**config.mk**
```make
export PLATFORM = sky130hd
export DESIGN_NAME = axicb_slv_mr_cpl
export DESIGN_NICKNAME = d
export VERILOG_FILES = /design/src/rtl/axicb_slv_mr_cpl.sv
export SDC_FILE = /design/constraint.sdc
export NUM_CORES = 1
export LEC_CHECK = 0
export ABC_CLOCK_PERIOD_IN_PS = 2280
export BUFFER_PORTS_ARGS = -buffer_cell sky130_fd_sc_hd__buf_2
export CORE_UTILIZATION = 48
export CTS_CLUSTER_DIAMETER = 40
export DETAILED_ROUTE_END_ITERATION = 6
export PLACE_DENSITY = 0.9
export SLEW_MARGIN = 20
export SYNTH_ARGS = -nofsm -noshare
export SYNTH_HDL_FRONTEND = slang
export SYNTH_SLANG_ARGS = --single-unit
```
**constraint.sdc**
```tcl
create_clock -name aclk -period 2.28 [get_ports aclk]
set_clock_uncertainty 0.15 [all_clocks]
set_input_delay 0.342 -clock aclk [delete_from_list [all_inputs] [get_ports aclk]]
set_output_delay 0.342 -clock aclk [all_outputs]
set_load 0.01 [all_outputs]
```
**src/rtl/axicb_slv_mr_cpl.sv**
```systemverilog
// Misrouted-request completion generator: acts as a virtual slave that answers
// a decode-miss request with DECERR (len+1 read beats, or one write response).
module axicb_slv_mr_cpl #(
    parameter int RD_PATH    = 0,
    parameter int AXI_ID_W   = 8,
    parameter int AXI_DATA_W = 8
) (
    input  logic                  aclk,
    input  logic                  aresetn,
    input  logic                  srst,
    input  logic                  req_valid,
    output logic                  req_ready,
    input  logic [7:0]            req_len,
    input  logic [AXI_ID_W-1:0]   req_id,
    output logic                  cpl_valid,
    input  logic                  cpl_ready,
    output logic                  cpl_last,
    output logic [AXI_ID_W-1:0]   cpl_id,
    output logic [1:0]            cpl_resp,
    output logic [AXI_DATA_W-1:0] cpl_data
);

    typedef enum logic {IDLE, BURST} state_t;

    state_t     state;
    logic [7:0] cnt;

    // Beat count and last-flag loaded on acceptance; write path is always one beat.
    logic [7:0] load_cnt;
    logic       load_last;

    assign load_cnt  = (RD_PATH != 0) ? req_len : 8'd0;
    assign load_last = (load_cnt == 8'd0);

    assign req_ready = (state == IDLE) | ((state == BURST) & cpl_ready & (cnt == 8'd0));
    assign cpl_resp  = 2'b11;
    assign cpl_data  = '0;

    always_ff @(posedge aclk or negedge aresetn) begin
        if (!aresetn) begin
            state     <= IDLE;
            cnt       <= 8'd0;
            cpl_id    <= '0;
            cpl_valid <= 1'b0;
            cpl_last  <= 1'b0;
        end else if (srst) begin
            state     <= IDLE;
            cnt       <= 8'd0;
            cpl_id    <= '0;
            cpl_valid <= 1'b0;
            cpl_last  <= 1'b0;
        end else begin
            case (state)
                IDLE: begin
                    if (req_valid) begin
                        state     <= BURST;
                        cnt       <= load_cnt;
                        cpl_id    <= req_id;
                        cpl_valid <= 1'b1;
                        cpl_last  <= load_last;
                    end
                end
                BURST: begin
                    if (cpl_ready) begin
                        if (cnt != 8'd0) begin
                            cnt      <= cnt - 8'd1;
                            cpl_last <= (cnt == 8'd1);
                        end else if (req_valid) begin
                            // Back-to-back: next request reloads without a bubble.
                            cnt      <= load_cnt;
                            cpl_id   <= req_id;
                            cpl_last <= load_last;
                        end else begin
                            state     <= IDLE;
                            cpl_valid <= 1'b0;
                            cpl_last  <= 1'b0;
                        end
                    end
                end
                default: begin
                    state     <= IDLE;
                    cpl_valid <= 1'b0;
                    cpl_last  <= 1'b0;
                end
            endcase
        end
    end

endmodule

```
==> impl_metrics.ini, run 1 <==
[outcome]
status = finished clean

[clock_network]
clk_latency_ns = 0.29
htreeDepth = 1
clockBufferDepth = 2
clock-sinks = 19
cts_tree = done
cts_root_buffer = clkbuf_4
cts_inserted_buffers = 3
clkSlewWorstSetupHoldPaths_ns = 0.10

[placement]
gp_congestion = 0.860
place_inst = 156
dp_hpwl_um = 1640
io_buffers = 23

[timing]
fin_crit_sh_pct = 95.6
finalSetupTns_ns = 0
fin_crit_ns = 2.18
setup_violations = 0
fmax_ghz = 0.459
hold_viol_final = 0
slew_violations = 0
hold_ws_ns = 0.118
rsz0062_at_grt = false

[cells_and_area]
nets = 160
fin_util_pct = 61.8
final_cell_mix = buf_2 (23), dfrtp_1 (18), nor2_1 (10), conb_1 (10), a22o_1 (8)
layout_commonest_cell = buf_2
layout-drive-gt1-share_pct = 32.6
n_antenna_cell = 0
n_fill_cell = 180
finalNonFillerCells = 162
syn_to_final_growth_pct = 15.7

[global_route]
grt_pass1_wl_um = 3710
busiest_layer = met2
use_met2_pct = 34.9
grt_pass1_vias = 824
globalRouteOverflowTotal = 0
met1_usage_pct = 24.6
antenna_found_initial = 0
track_usage_pct = 19.9
grtUsageMet3_pct = 5.56
grt_max_degree = 20

[critical_path]
cp.buffers_inverters = 3
cp.arrival_ns = 1.69
critPathLaunchType = flop
reg2reg_from = cnt[0]
timing.rr.end = cpl_id[4]
r2r_slack_ns = 0.18
cp-end-kind = output port
cpMaxStageDelayCell = dfrtp_2
crit_type = flop to output port
worstPathMaxFanout = 5
path_cells = inv_2, ha_4, nor4b_4, a31oi_4, inv_1, buf_2
crit_family = flip-flops
critPathRequiredTime_ns = 1.79
r2r_cells = 7
critPathMaxStageDelay_ns = 0.45

[pwr]
p_comb_share_pct = 15.6
power_density_mw_per_mm2 = 486
p_sw_share_pct = 26.8
internal_power_uw = 454
power_switching_uw = 166
vdd_ir_drop_max_v = 0.000300
p_leak_nw = 0.617
p_clk_share_pct = 26.7
p_total_uw = 620
seq_power_share_pct = 57.8

[die]
die-area_mm2 = 0.00249
io_pins = 42
core_area_mm2 = 0.00206
fp-row-count = 16
initial_core_util_pct = 53.5
die_w_um = 49.9
chipHeight_um = 49.9

[drt]
ant_nets = 0
avgRoutedWirePerCell_um = 14.1
drc = 0
drt_iter0_markers = 35
viasPerCell = 5.64
firstDrtPassIters = 4
routed_wl_um = 2280
via_count = 913

[min_path]
hold_end = cpl_id[3]
min-delay-start = req_id[3]
hp-class = input pin to flop
hold_depth = 2

[logic_synthesis]
syn_inst = 109
netlist_area_mm2 = 0.00110
ys_seq_area_share_pct = 43.1
syn_avg_cell_area_um2 = 10.1
yosys_warnings = 0
yosys.cell_types.count = 40
ys_ff_latch = 19

[flow_run]
maxCapViolations = 0
## sequential cells by signal, indices dropped and copies added, names as in the netlist
register and cells:
cpl_id 8, state 1, cnt 8, cpl_last 1, cpl_valid 1
## worst max path at each step
stage / slack [ns] / end / cells after the start / from
after detailed placement: 0.07 / cpl_id[7] / 6 / cnt[0]
after CTS: 0.02 / req_ready / 6 / cnt[0]
final: 0.10 / req_ready / 6 / cnt[0]
after global placement: 0.17 / cpl_id[4] / 6 / cnt[0]
after floorplan: 0.36 / cpl_id[0] / 6 / cnt[0]
after global routing: 0.006 / req_ready / 6 / cnt[0]
## per-layer routing
layer / wire (µm) / part of all wire, %
met5: 0 / 0
met4: 16 / 0.70
met3: 143 / 6.3
met2: 1100 / 48
met1: 1020 / 45
## through the flow
| stage | setup slack, ns | area [µm²] |
|---|---|---|
| 2_1_floorplan | 0.365 | 1130 |
| 3_3_place_gp | 0.172 | 1210 |
| 3_5_place_dp | 0.0746 | 1210 |
| 4_1_cts | 0.0172 | 1250 |
| 5_1_grt | 0.00625 | 1270 |
| 6_report | 0.100 | 1270 |
## kinds of logic (layout without fill, tap and decap cells)
kind of cell | count (synthesis) | after routing | synth area share, %
other | 2 | 10 | 0.681
buffers and inverters | 18 | 36 | 9.76
flip-flops | 19 | 19 | 43.1
AO/OA/AOI/OAI | 33 | 33 | 22.9
multiplexers | 1 | 1 | 1.02
AND/OR/NAND/NOR | 33 | 33 | 19.1
adder cells (fa/ha/maj) | 3 | 3 | 3.41
## area by class of cell
cell class              count  area, µm²  area share [%]
clock inverters             1       5.00           0.393
repair buffers             27        148            11.6
multi-input cells          80        571            44.7
clock buffers               3       22.5            1.77
inverters                   5       18.8            1.47
flip-flops and latches     19        477            37.4
well taps                  27       33.8            2.65
## synthesized netlist by cell type
master	count	area [µm²]
o31ai_1	1	7.51
nand2_1	4	15.0
a21oi_1	4	20.0
a31oi_1	1	6.26
a311o_1	1	10.0
nand3_1	2	10.0
a2111oi_0	1	8.76
o22ai_2	1	12.5
dfrtp_1	19	475
nand3b_1	1	7.51
a31oi_2	1	12.5
nor2_1	10	37.5
nor4_1	1	6.26
nor3_1	3	15.0
o21ai_0	7	35.0
nor3b_1	2	15.0
clkbuf_1	1	3.75
buf_2	2	10.0
a32o_1	1	10.0
nand4_1	1	6.26
o211ai_1	1	7.51
ha_1	3	37.5
a21o_2	1	8.76
conb_1	2	7.51
nor3b_4	1	18.8
o32a_1	1	10.0
buf_4	10	75.1
inv_1	5	18.8
a311oi_1	1	8.76
nand2b_1	2	12.5
a211oi_1	1	7.51
o41ai_1	2	17.5
and2_2	1	7.51
a22o_1	8	70.1
or3b_2	1	8.76
and3_2	1	7.51
and4bb_2	1	12.5
nor2b_1	1	6.26
mux2_2	1	11.3
nor4b_4	1	23.8
## power groups by stage
stage,combinational (mW),clock (mW),sequential [mW]
6_report,0.0966,0.165,0.358
2_1_floorplan,0.0597,0,0.371
3_5_place_dp,0.0937,0,0.365
4_1_cts,0.0955,0.170,0.358
5_1_grt,0.106,0.185,0.360
3_3_place_gp,0.0903,0,0.364
## what timing repair did
item	4_1_cts	5_1_grt
hold buffers	1	0
buffers inserted	1	0
gates resized for setup	1	5
hold endpoints to repair	19	0
endpoints found under the setup margin	1	2
## worst register-to-register path: stages, from the launching register on
cell and delay (ns):
dfrtp_2 0.45, inv_2 0.12, ha_4 0.17, nor4b_4 0.30
buf_4 0.20, and3_2 0.19, o22ai_2 0.15, a22o_1 0.28
Note: power is estimated with default switching activity, not from simulation.
==> run 2, diff against run 1 <==
Settings changed: CORE_UTILIZATION 48 to 45, PLACE_DENSITY 0.9 to 0.85.
==> run 2 against run 1 <==
  * Final area up 1.2%
  * Worst hold slack worse by 0.0059 ns
  * Flip-flop and latch count unchanged
  * Non-clock buffer count up 2
  * Worst setup slack worse by 0.046 ns
  * Clock-buffer cell count unchanged
  * Combinational power down 1%
  * Global-route usage down 1.0 points
  * Utilization down 4.6 points
  * Register-to-register slack worse by 0.13 ns
  * Clock power up 7%
  * First-iteration DRC count down 26%
  * Highest routed layer unchanged
==> impl_metrics.ini, run 2 (synthesis results as in run 1) <==
[cells_and_area]
final_cell_mix = buf_2 (23), dfrtp_1 (19), nor2_1 (10), conb_1 (10), a22o_1 (8)
fin_util_pct = 57.2
n_antenna_cell = 0
final_area_mm2 = 0.00129
reg.largest.list = cnt: 8 flops, cpl_id: 8 flops
nets = 162
layout_commonest_cell = buf_2
layout-drive-gt1-share_pct = 32.1
syn_to_final_growth_pct = 17.0
finalNonFillerCells = 165

[critical_path]
path_cells = inv_1, ha_4, nor4b_4, buf_4, buf_4, and3_2, o22ai_2, a22o_1
worstPathMaxFanout = 8
critPathMaxStageDelay_ns = 0.42
crit_type = flop to flop
cpMaxStageDelayCell = dfrtp_1
critPathRequiredTime_ns = 2.33
r2r_slack_ns = 0.05
critPathLaunchType = flop
cp_common_cell = buf_4
cp.arrival_ns = 2.27
cp-end-kind = flop

[drt]
avgRoutedWirePerCell_um = 14.6
drt_iter0_markers = 26
routed_wl_um = 2410
viasPerCell = 5.81
drc = 0
ant_nets = 0
via_count = 959
firstDrtPassIters = 4

[global_route]
globalRouteOverflowTotal = 0
track_usage_pct = 18.9
grt_max_degree = 20
antenna_found_initial = 0
grt_pass1_vias = 826
grt_pass1_wl_um = 3730

[clock_network]
clockBufferDepth = 2
htreeDepth = 1
cts_tree = done
clkSlewWorstSetupHoldPaths_ns = 0.11
clock-sinks = 19
cts_root_buffer = clkbuf_4
cts_inserted_buffers = 3
clk_latency_ns = 0.30

[die]
io_pins = 42
initial_core_util_pct = 48.9
fp-row-count = 17
die-area_mm2 = 0.00265
core_area_mm2 = 0.00225
chipHeight_um = 51.5
die_w_um = 51.5

[timing]
layout_setup_ws_ns = 0.0541
fin_crit_sh_pct = 97.6
hold_viol_final = 0
fin_crit_ns = 2.23
finalSetupTns_ns = 0
fmax_ghz = 0.449
setup_violations = 0
slew_violations = 0
hold_ws_ns = 0.112

[pwr]
seq_power_share_pct = 56.9
p_total_uw = 630
power_density_mw_per_mm2 = 488
power_switching_uw = 176
p_comb_share_pct = 15.2
p_sw_share_pct = 27.9
internal_power_uw = 454
p_leak_nw = 0.627
p_clk_share_pct = 27.9
vdd_ir_drop_max_v = 0.000248

[flow_run]
maxCapViolations = 0

[min_path]
hp-class = input pin to flop

[placement]
gp_congestion = 0.845
place_ws_ns = 0.0987
post_dp_cell_area_mm2 = 0.00121
io_buffers = 23
place_inst = 157
dp_hpwl_um = 1640

[outcome]
status = finished clean
-- run 2: timing repair --
action / CTS / global route
hold endpoints to repair: 19 / 0
hold buffers: 1 / 0
endpoints found under the setup margin: 1 / 1
gates resized for setup: 1 / 3
setup buffers: 1 / 2
-- run 2: layout make-up --
cell class / instances / area [µm²]
tap: 28 / 35.0
clock inverter: 1 / 5.00
multi-input combinational: 80 / 571
inverter: 5 / 18.8
clock buffer: 3 / 22.5
sequential: 19 / 475
fill: 184 / 965
timing repair buffer: 29 / 163
-- run 2: path summary, 6_finish.rpt --
path,startpoint,end,cells past startpoint
max reg2reg,cnt[1],cpl_id[5],8
min in group asynchronous,aresetn,cpl_id[0],2
min,req_id[2],cpl_id[2],2
max,cnt[1],cpl_id[5],8
min reg2reg,cpl_id[4],cpl_id[4],1
max in group asynchronous,aresetn,cnt[2],2
-- run 2: per-layer routing --
layer	global-route usage [%]	wire length, µm
met5	0	0
met4	6.76	52
met3	3.80	140
met2	33.3	1160
met1	22.5	1060
-- run 2: power groups by stage --
| stage | Sequential [mW] | Combinational [mW] | Clock (mW) |
|---|---|---|---|
| after detailed placement | 0.365 | 0.0929 | 0 |
| final | 0.358 | 0.0954 | 0.176 |
| after global routing | 0.360 | 0.106 | 0.193 |
| after global placement | 0.364 | 0.0903 | 0 |
| after CTS | 0.358 | 0.0950 | 0.177 |
| after floorplan | 0.371 | 0.0597 | 0 |
-- run 2: worst max-delay path: cells and delay by family, from the launching register on --
kind                       cells  cell delay (ns)
buffers and inverters          3             0.46
AOI/OAI and AO/OA              2             0.43
DFF                            1             0.42
adders and majority gates      1             0.18
and+or+nand+nor                2             0.48
==> run 3, diff against run 2 <==
Settings changed: ABC_AREA set to 1, CTS_CLUSTER_SIZE set to 8, PLACE_DENSITY 0.85 to 0.84.
==> run 3 against run 2 <==
  * Die area rose by 11%
  * Final cell count rose by 36%
  * Synthesized cell count increased by 55%
  * Total power grew to 2.6 times the previous value
  * Sequential power grew 37%
  * Highest routed layer unchanged
  * Critical endpoint is now req_ready
  * Area after synthesis grew 12%
  * Register-to-register slack improved by 0.56 ns
  * Clock power is 3% lower
==> impl_metrics.ini, run 3 <==
[critical_path]
critPathRequiredTime_ns = 1.79
cp-end-kind = output port
timing.rr.end = cpl_id[3]
r2r_cells = 9
cp.arrival_ns = 1.62
critPathLaunchType = flop
crit_type = flop to output port
worstSetupStartpoint = cnt[0]
reg2reg_from = cnt[0]
worstPathMaxFanout = 6
r2r_slack_ns = 0.61

[drt]
avgRoutedWirePerCell_um = 9.60
firstDrtPassIters = 4
routed_wl_um = 2160
drc = 0
drt_iter0_markers = 21
via_count = 1042
viasPerCell = 4.63
ant_nets = 0

[timing]
rsz0062_at_grt = false
slew_violations = 0
fin_crit_ns = 2.11
hold_ws_ns = 0.0874
fmax_ghz = 0.473
finalSetupTns_ns = 0
setup_violations = 0
fin_crit_sh_pct = 92.7
hold_viol_final = 0

[die]
chipHeight_um = 54.3
die_w_um = 54.3
initial_core_util_pct = 48.9
core_area_mm2 = 0.00252
fp-row-count = 18
io_pins = 42
die-area_mm2 = 0.00295

[placement]
io_buffers = 23
post_dp_cell_area_mm2 = 0.00134
gp_congestion = 0.863
dp_hpwl_um = 1750
place_inst = 220

[min_path]
hp-class = input pin to flop
hold_depth = 3
hold_end = cpl_id[4]
min-delay-start = req_id[4]

[outcome]
status = finished clean

[clock_network]
clockBufferDepth = 2
cts_inserted_buffers = 3
htreeDepth = 1
cts_tree = done
clock-sinks = 19
clk_latency_ns = 0.29
cts_root_buffer = clkbuf_4
clkSlewWorstSetupHoldPaths_ns = 0.11

[logic_synthesis]
syn_avg_cell_area_um2 = 7.29
synth_common_cells = nand2_1 (62), dfrtp_1 (19), inv_1 (19)
yosys.cell_types.count = 24
ys_ff_latch = 19
synth.area.top_cells = dfrtp_1 (39%), nand2_1 (19%), buf_4 (6.1%)
synth-edff-count = 0
ys_dominant_reg_cell = dfrtp_1
synth_most_common_cell = nand2_1
syn_inst = 169
yosys.area.top_type_share_pct = 38.6
async_flop_share_pct = 100
ys_seq_area_share_pct = 38.6
synth_top_area_cell = dfrtp_1
yosys_warnings = 0
netlist_area_mm2 = 0.00123

[cells_and_area]
final_area_mm2 = 0.00138
n_fill_cell = 245
final_cell_mix = nand2_1 (62), buf_2 (23), inv_1 (19), dfrtp_1 (19), nor2_1 (12)
layout_commonest_cell = nand2_1
layout-drive-gt1-share_pct = 25.1
multi_input_area_um2 = 621
nets = 220
n_antenna_cell = 0
register_area_um2 = 475
syn_to_final_growth_pct = 11.8
finalNonFillerCells = 225
reg.largest.list = cnt: 8 flops, cpl_id: 8 flops

[global_route]
globalRouteOverflowTotal = 0
track_usage_pct = 18.1
grt_pass1_wl_um = 3870
grt_max_degree = 20
grt_pass1_vias = 921
antenna_found_initial = 0

[pwr]
p_leak_nw = 0.818
power_density_mw_per_mm2 = 1200
p_total_mw = 1.66
vdd_ir_drop_max_v = 0.000672

[flow_run]
maxCapViolations = 0
run 3: changes by cell type in the layout (fill, tap and decap cells not counted), sizes merged, moves of 5 or more:
cell   before  now
nand2       4   69
inv         5   22
nand3       2   13
nor2       10   19
a22o        8    0
buf        28   23
run 3: cell type report:
| type | instances | area share [%] |
|---|---|---|
| clock buffers | 3 | 1.63 |
| clock inverters | 1 | 0.363 |
| inverters | 23 | 6.63 |
| multi-input cells | 125 | 45.0 |
| flip-flops and latches | 19 | 34.5 |
| well taps | 30 | 2.72 |
| repair buffers | 24 | 9.08 |
run 3: worst max path at each step:
stage                      endpoint  slack (ns)  cells past startpoint
final                     req_ready        0.17                      9
after global routing      req_ready        0.02                      9
after CTS                 req_ready        0.15                      9
after detailed placement  req_ready        0.49                      9
after global placement    req_ready        0.51                      9
after floorplan           req_ready        0.65                      8
run 3: per-layer routing:
layer	vias to the layer above	GRT usage, %	part of all wire (%)	wire, µm
met5	-	0	0	0
met3	2	3.33	3.5	76
li1	550	-	-	-
met4	0	3.85	0.37	8
met1	465	25.0	48	1030
met2	25	29.5	48	1040
run 3: critical path, cell delays in order, from the launching register on:
cell	delay (ns)
dfrtp_1	0.42
inv_1	0.16
ha_1	0.22
nand2_4	0.07
inv_2	0.06
nand2_2	0.06
nand2_2	0.10
nand2_4	0.08
inv_1	0.05
buf_2	0.12
run 3: cells by family (layout without fill, tap and decap cells):
group,Yosys count,in the layout,synth area share [%]
adders and majority gates,3,3,3.05
AOI/OAI and AO/OA,8,8,3.76
and+or+nand+nor,104,104,40.5
buffers and inverters,33,51,13.5
DFF,19,19,38.6
other,2,10,0.609
run 3: report_power, final:
group          switching, mW  total (mW)  internal, mW  leakage (nW)
logic                  0.649       0.995         0.347         0.545
registers             0.0733       0.491         0.417         0.255
clock network          0.106       0.171        0.0652        0.0177
run 3: repair_timing:
item                       4_1_cts  5_1_grt
buffers inserted                 0        0
gates resized for setup          0        0
hold endpoints to repair        19        0
hold buffers                     1        0
setup endpoints to repair        0        0
run 3: through the flow:
step                utilization (%)  setup slack, ns
floorplan                         -            0.654
finish                         54.6            0.167
global route                   54.6           0.0219
CTS                            54.6            0.150
detailed placement             53.1            0.488
global placement               53.1            0.512
